$ cat src/rtl/pc_ras_pkg.sv
// Shared configuration for the program counter / return-address stack.
// It holds the default widths and vectors, plus the single-cycle action priority.
package pc_ras_pkg;

    localparam int DEF_RW      = 16;
    localparam int DEF_INT_VEC = 1;
    localparam int DEF_UFL_VEC = 0;

    typedef enum logic [2:0] {
        ACT_HOLD,
        ACT_INC,
        ACT_IE,
        ACT_CALL,
        ACT_RET,
        ACT_IRQ
    } act_e;

    // Only one PC action runs per cycle: irq > ret > call > ie > inc.
    function automatic act_e decode_action(
        input logic irq,
        input logic ret,
        input logic call,
        input logic ie,
        input logic inc
    );
        if (irq)       return ACT_IRQ;
        else if (ret)  return ACT_RET;
        else if (call) return ACT_CALL;
        else if (ie)   return ACT_IE;
        else if (inc)  return ACT_INC;
        else           return ACT_HOLD;
    endfunction

endpackage

$ cat src/rtl/ras_stack.sv
// Circular return-address buffer. When the buffer is full, a push overwrites the oldest entry.
// A pop on an empty stack leaves it untouched. Both cases are flagged so the owner can record an error.
module ras_stack
    import pc_ras_pkg::*;
#(
    parameter  int W     = DEF_RW,
    parameter  int DEPTH = 8,
    localparam int PW    = $clog2(DEPTH),
    localparam int CW    = $clog2(DEPTH + 1)
) (
    input  logic          i_clk,
    input  logic          i_rst,
    input  logic          push,
    input  logic          pop,
    input  logic          clr,
    input  logic [W-1:0]  push_data,
    output logic [W-1:0]  top,
    output logic [CW-1:0] cnt,
    output logic          full,
    output logic          empty,
    output logic          push_ovf,
    output logic          pop_ufl
);

    logic [W-1:0]  mem [DEPTH];
    logic [PW-1:0] ptr;

    assign full     = (cnt == CW'(DEPTH));
    assign empty    = (cnt == '0);
    assign push_ovf = push & full;
    assign pop_ufl  = pop & empty;
    assign top      = mem[ptr - PW'(1)];

    // push and pop are never raised together by the owner. The pointer keeps
    // moving under clr, because only the count is discarded.
    always_ff @(posedge i_clk or posedge i_rst) begin
        if (i_rst) begin
            ptr <= '0;
            cnt <= '0;
        end else begin
            if (push)
                ptr <= ptr + PW'(1);
            else if (pop && !empty)
                ptr <= ptr - PW'(1);

            if (clr)
                cnt <= '0;
            else if (push && !full)
                cnt <= cnt + CW'(1);
            else if (pop && !empty)
                cnt <= cnt - CW'(1);
        end
    end

    always_ff @(posedge i_clk) begin
        if (push)
            mem[ptr] <= push_data;
    end

endmodule

$ cat src/rtl/pc_ras.sv
// Fetch program counter with hardware call/return/interrupt-entry support.
// It also drives the page-overflow strobe for the address-extension logic.
module pc_ras
    import pc_ras_pkg::*;
#(
    parameter  int RW      = DEF_RW,
    parameter  int DEPTH   = 8,
    parameter  int OVF_BIT = 14,
    parameter  int INT_VEC = DEF_INT_VEC,
    parameter  int UFL_VEC = DEF_UFL_VEC,
    localparam int CW      = $clog2(DEPTH + 1)
) (
    input  logic          i_clk,
    input  logic          i_rst,
    output logic [RW-1:0] o_pc,
    input  logic [RW-1:0] i_bus,
    input  logic          i_c_pc_inc,
    input  logic          i_c_pc_ie,
    input  logic          i_c_pc_irq,
    input  logic          i_c_pc_call,
    input  logic          i_c_pc_ret,
    input  logic          i_c_ras_clr,
    output logic          o_pc_ovf,
    output logic [RW-1:0] o_ras_top,
    output logic [CW-1:0] o_ras_cnt,
    output logic          o_ras_full,
    output logic          o_ras_empty,
    output logic          o_ras_err
);

    act_e          act;
    logic          stk_push;
    logic          stk_pop;
    logic [RW-1:0] stk_data;
    logic          stk_ovf;
    logic          stk_ufl;
    logic [RW-1:0] pc_next;

    // An interrupt saves the address of the instruction it pre-empted.
    // A call saves the address of the instruction that follows the call.
    always_comb begin
        act      = decode_action(i_c_pc_irq, i_c_pc_ret, i_c_pc_call, i_c_pc_ie, i_c_pc_inc);
        stk_push = (act == ACT_IRQ) || (act == ACT_CALL);
        stk_pop  = (act == ACT_RET);
        stk_data = (act == ACT_IRQ) ? o_pc : o_pc + RW'(1);
    end

    ras_stack #(
        .W     (RW),
        .DEPTH (DEPTH)
    ) u_stack (
        .i_clk     (i_clk),
        .i_rst     (i_rst),
        .push      (stk_push),
        .pop       (stk_pop),
        .clr       (i_c_ras_clr),
        .push_data (stk_data),
        .top       (o_ras_top),
        .cnt       (o_ras_cnt),
        .full      (o_ras_full),
        .empty     (o_ras_empty),
        .push_ovf  (stk_ovf),
        .pop_ufl   (stk_ufl)
    );

    always_comb begin
        pc_next = o_pc;
        unique case (act)
            ACT_IRQ:  pc_next = RW'(INT_VEC);
            ACT_RET:  pc_next = o_ras_empty ? RW'(UFL_VEC) : o_ras_top;
            ACT_CALL: pc_next = i_bus;
            ACT_IE:   pc_next = i_bus;
            ACT_INC:  pc_next = o_pc + RW'(1);
            default:  pc_next = o_pc;
        endcase
    end

    always_ff @(posedge i_clk or posedge i_rst) begin
        if (i_rst)
            o_pc <= '0;
        else
            o_pc <= pc_next;
    end

    // A clear wins over a stack error raised in the same cycle.
    always_ff @(posedge i_clk or posedge i_rst) begin
        if (i_rst)
            o_ras_err <= 1'b0;
        else if (i_c_ras_clr)
            o_ras_err <= 1'b0;
        else if (stk_ovf || stk_ufl)
            o_ras_err <= 1'b1;
    end

    assign o_pc_ovf = o_pc[OVF_BIT] & (act == ACT_INC);

endmodule

$ cat config.mk
export PLATFORM = sky130hd
export DESIGN_NAME = pc_ras
export DESIGN_NICKNAME = d
export VERILOG_FILES = /design/src/rtl/pc_ras_pkg.sv /design/src/rtl/ras_stack.sv /design/src/rtl/pc_ras.sv
export SDC_FILE = /design/constraint.sdc
export NUM_CORES = 1
export LEC_CHECK = 0
export CAP_MARGIN = 40
export CORE_MARGIN = 3
export CORE_UTILIZATION = 45
export DETAILED_ROUTE_END_ITERATION = 10
export SKIP_LAST_GASP = 1
export SYNTH_ARGS = -nofsm -noshare
export SYNTH_HDL_FRONTEND = slang
export SYNTH_SLANG_ARGS = --single-unit
export TNS_END_PERCENT = 50
$ cat constraint.sdc
create_clock -name i_clk -period 5.1 [get_ports i_clk]
set_input_delay 0.51 -clock i_clk [delete_from_list [all_inputs] [get_ports i_clk]]
set_output_delay 0.51 -clock i_clk [all_outputs]
set_load 0.03 [all_outputs]
==> results of run 1 <==
[layer usage]
metal | wire length (um) | global-route usage [%]
met1 | 7700 | 27.7
met2 | 8760 | 34.2
met3 | 743 | 4.58
met4 | 383 | 7.88
met5 | 0 | 0
[stage by stage]
step / instance area [um^2] / hold WS (ps) / setup WS, ps
floorplan: 7130 / 525 / 1790
CTS: 8660 / 466 / 903
global route: 8680 / 497 / 677
global placement: 7990 / 513 / 1470
detailed placement: 8030 / 524 / 1360
finish: 8680 / 465 / 932
[cell usage after synthesis (4+ instances only)]
master | count | area, um^2
nand3_1 | 5 | 25.0
edfxtp_1 | 128 | 3840
a21oi_1 | 7 | 35.0
nor2_1 | 21 | 78.8
mux2i_1 | 20 | 200
buf_2 | 17 | 85.1
mux4_2 | 4 | 90.1
dfrtp_1 | 24 | 601
nand2b_1 | 5 | 31.3
o221ai_1 | 6 | 52.6
mux2_2 | 20 | 225
a221o_1 | 5 | 50.1
nand2_1 | 27 | 101
mux4_1 | 15 | 394
xor2_1 | 12 | 105
ha_1 | 5 | 62.6
nand4_1 | 15 | 93.8
nor3_1 | 27 | 135
nand3b_1 | 14 | 105
inv_1 | 16 | 60.1
nor3b_1 | 28 | 210
nor4_1 | 9 | 56.3
clkbuf_1 | 12 | 45.0
o211ai_1 | 6 | 45.0
xnor2_1 | 19 | 166
[final cells by class]
class	count	area, um^2
Clock buffer	20	447
Clock inverter	12	176
Fill cell	1238	6690
Inverter	16	60.1
Multi-Input combinational cell	289	2490
Sequential cell	152	4450
Tap cell	211	264
Timing Repair Buffer	82	798
[cells by family after synthesis]
family / count (synthesis) / synth area share [%]
flip-flops: 152 / 62.4
AND/OR/NAND/NOR: 159 / 12.7
XOR/XNOR: 32 / 4.20
multiplexers: 59 / 12.8
adder cells (fa/ha/maj): 6 / 1.16
buffers and inverters: 50 / 3.30
AO/OA/AOI/OAI: 33 / 3.55
[registers in the layout, summed over array words and instances, names as in the netlist]
register     flops
u_stack.cnt      4
u_stack.ptr      3
u_stack.mem    128
o_ras_err        1
o_pc            16
[worst max-delay path, stage by stage (launching register included)]
cell,delay (ps)
dfrtp_1,530
inv_1,160
ha_2,860
buf_4,490
nand3b_1,130
mux2_2,280
nand4_1,130
inv_1,60
clkdlybuf4s50_1,590
[where the power goes]
group	total [mW]	switching, mW	internal, mW
logic	3.18	1.85	1.32
clock network	1.32	0.487	0.832
registers	1.97	0.202	1.76
total	6.46	2.54	3.92
[path summary, 6_finish.rpt]
kind                                  end      startpoint  slack (ps)
max                         o_ras_top[10]  u_stack.ptr[1]         930
min                               o_pc[7]           i_rst         470
max reg2reg                      o_pc[10]  u_stack.ptr[1]        2200
min reg2reg                     o_ras_err       o_ras_err         530
max in group asynchronous  u_stack.ptr[0]           i_rst        4330
min in group i_clk              o_ras_err       o_ras_err         530
==> results.cfg, run 1 <==
[run_status]
outcome = complete, no violations

[timing]
tightest_slew_ps = 834
skew_ps = 6.97
fmax_mhz = 240
finalCritPeriodShare_pct = 81.7
final.setup.tns_ps = 0
rsz0062_at_grt = false
slew_violations = 0
period_minus_slack_ps = 4170
final_hold_viol_count = 0
slew_headroom_pct = 44.4
setup_viol = 0

[placement]
dp.cells = 749
portBuffers = 63
hpwl_um = 11600
gp_congestion = 0.779

[critical_path]
critical_path_class = register to output pin
cp-end-kind = output pin
arrival_ps = 3660
required_ps = 4590
worstPathMaxFanout = 41
crit_path_start_kind = register
worstRegToRegCells = 7

[die]
fp.dieW_um = 132
die_y_um = 132
coreArea_mm2 = 0.0154
num_rows = 45
pin_count = 64
die-area_mm2 = 0.0174
initial_utilization_pct = 46.4

[clocking]
clockRootBuffer = clkbuf_16
cts_setup_buffers = 0
cts_tree = yes
cts_buffers = 17
cts_max_level = 4
cts_resized = 0
cts.clk_slew.worst_paths_ps = 60
clock_sinks = 152
hold_buffers = 0
insertion_delay_ps = 420
cts_buffer_depth = 2

[finish]
antenna-diode-count = 0
layout_commonest_cell = edfxtp_1
nets = 588
area_growth_pct = 21.9
final_cells = 782
layout-drive-gt1-share_pct = 15.2
final_util_pct = 56.5
final_cell_mix = edfxtp_1, clkdlybuf4s50_1, nor3b_1, nand2_1, dfrtp_1

[yosys]
synth_enable_flop_cells = 128
syn_area_per_cell_um2 = 14.5
async_reset_ff_share_pct = 15.8
synth.distinct_cells = 45
synthesis.nets = 521
synthCells = 491
yosys_warnings = 0
yosysSeqAreaShare_pct = 62.4
synthFlopType = edfxtp_1
ys_seq_elements = 152
syn_area_mm2 = 0.00713

[routing]
drt-total-wl_um = 17600
vias_per_cell = 5.68
drc = 0
wl_per_cell_um = 22.5
drtIter0Drc = 375
ant_nets = 0
dr.pass1.iters = 4
vias = 4439

[grt]
antenna_found_initial = 0
grt_pass1_wl_um = 27300
grt_max_degree = 82
grt_pass1_vias = 4635
grt.total_usage_pct = 20.9
grt_overflow = 0

[job]
cap_viol_max_count = 0

[pwr]
peakVddDrop_mv = 0.472
leakagePower_nw = 3.03
total_power_mw = 6.46
powerDensity_mw_per_mm2 = 744

[hold_path]
min_path_type = input pin to async pin
Note: power is estimated with default switching activity, not from simulation.
==> run 2: changes to the inputs <==
Clock period 5.1 ns to 4.4 ns, I/O delays scaled along.
==> results.cfg, run 2 (synthesis results as in run 1) <==
[run_status]
outcome = complete, no violations

[finish]
layout-drive-gt1-share_pct = 14.8
postLayoutCellArea_mm2 = 0.00862
final_cell_mix = edfxtp_1, clkdlybuf4s50_1, nor3b_1, nand2_1, dfrtp_1
largestRegisters = u_stack.mem (128), o_pc (16), u_stack.cnt (4)
nets = 586
multi_input_area_mm2 = 0.00249
fillers = 1224
area_growth_pct = 21.0
final_util_pct = 56.1
top_register = u_stack.mem
largest_reg_flops = 128
regArea_mm2 = 0.00445
layout_commonest_cell = edfxtp_1
antenna-diode-count = 0

[critical_path]
slowest_stage = clkdlybuf4s50_1
critical_path_class = register to output pin
cp-end-kind = output pin
required_ps = 3960
crit_top_cell = inv_1
cpPeakStageDelay_ps = 590
crit_path_start_kind = register
arrival_ps = 3400
worstPathMaxFanout = 33
path_cells = inv_1 -> ha_2 -> buf_12 -> buf_4 -> nand3b_1 -> mux2_2 -> nand4_1 -> inv_1 -> clkdlybuf4s50_1

[timing]
skew_ps = 8.59
fmax_mhz = 260
slew_headroom_pct = 47.5
slew_violations = 0
final_hold_viol_count = 0
finalCritPeriodShare_pct = 87.3
whs_ps = 400
tightest_slew_ps = 787
rsz0062_at_grt = false
final.setup.tns_ps = 0
period_minus_slack_ps = 3840
setup_viol = 0

[clocking]
cts_max_level = 4
insertion_delay_ps = 420
cts_buffer_depth = 2
hold_buffers = 0
clockRootBuffer = clkbuf_16
cts_tree = yes
cts_resized = 0
cts_buffers = 17
clock_sinks = 152
cts_setup_buffers = 0
cts.clk_slew.worst_paths_ps = 60

[pwr]
peakVddDrop_mv = 0.528
powerDensity_mw_per_mm2 = 861
total_power_mw = 7.42
leakagePower_nw = 2.99

[routing]
wl_per_cell_um = 22.2
wl_met1_um = 7650
ant_nets = 0
dr_wl_met2_um = 8780
drtIter0Drc = 287
dr.pass1.iters = 5
drc = 0
vias = 4411
top_layer = met4
vias_per_cell = 5.66
drt-total-wl_um = 17300
dr_wl_met3_um = 677

[die]
initial_utilization_pct = 46.4
coreArea_mm2 = 0.0154
pin_count = 64
die_y_um = 132
die-area_mm2 = 0.0174
fp.dieW_um = 132
num_rows = 45

[grt]
grt_pass1_vias = 4447
grt_max_degree = 71
grt.total_usage_pct = 20.4
grt_overflow = 0
grt_pass1_wl_um = 26600
antenna_found_initial = 0

[placement]
postPlaceCellArea_mm2 = 0.00806
hpwl_um = 11300
portBuffers = 63
gp_congestion = 0.804

[job]
cap_viol_max_count = 0

[hold_path]
min_path_type = input pin to async pin
run 2: per-stage QoR:
stage	cells	setup slack [ps]
global route	779	336
finish	779	557
detailed placement	748	977
floorplan	491	1130
CTS	779	523
global placement	745	767
run 2: metal layers:
layer / track usage (%) / vias up
met2: 33.9 / 102
li1: - / 2030
met3: 3.59 / 20
met5: 0 / -
met4: 6.94 / 0
met1: 27.3 / 2259
run 2: worst max-delay path: cells and delay by family, from the launching register on:
family        cells  cell delay [ps]
buf+inv           5             1350
fa+ha+maj         1              570
flops             1              520
mux               1              280
simple gates      2              250
run 2: layout make-up:
| cell class | instances | area share (%) |
|---|---|---|
| sequential | 152 | 51.6 |
| multi-input combinational | 289 | 28.9 |
| timing repair buffer | 80 | 9.29 |
| clock buffer | 19 | 5.02 |
| tap | 211 | 3.06 |
| clock inverter | 12 | 1.47 |
| inverter | 16 | 0.696 |
run 2: power breakdown:
| group | switching [mW] | internal (mW) | leakage (nW) |
|---|---|---|---|
| Clock | 0.564 | 0.829 | 0.263 |
| Sequential | 0.233 | 2.04 | 1.50 |
| Combinational | 2.18 | 1.58 | 1.22 |
| Total | 2.97 | 4.45 | 2.99 |
run 2: final timing paths:
check	from	end	slack (ps)	depth (start not counted)
setup / recovery	u_stack.ptr[1]	o_ras_top[10]	560	9
hold / removal	i_rst	o_pc[9]	400	3
setup reg to reg	u_stack.ptr[1]	o_pc[10]	1730	8
hold reg to reg	o_ras_err	o_ras_err	520	2
max in group asynchronous	i_rst	u_stack.ptr[0]	3690	3
min in group i_clk	o_ras_err	o_ras_err	520	2
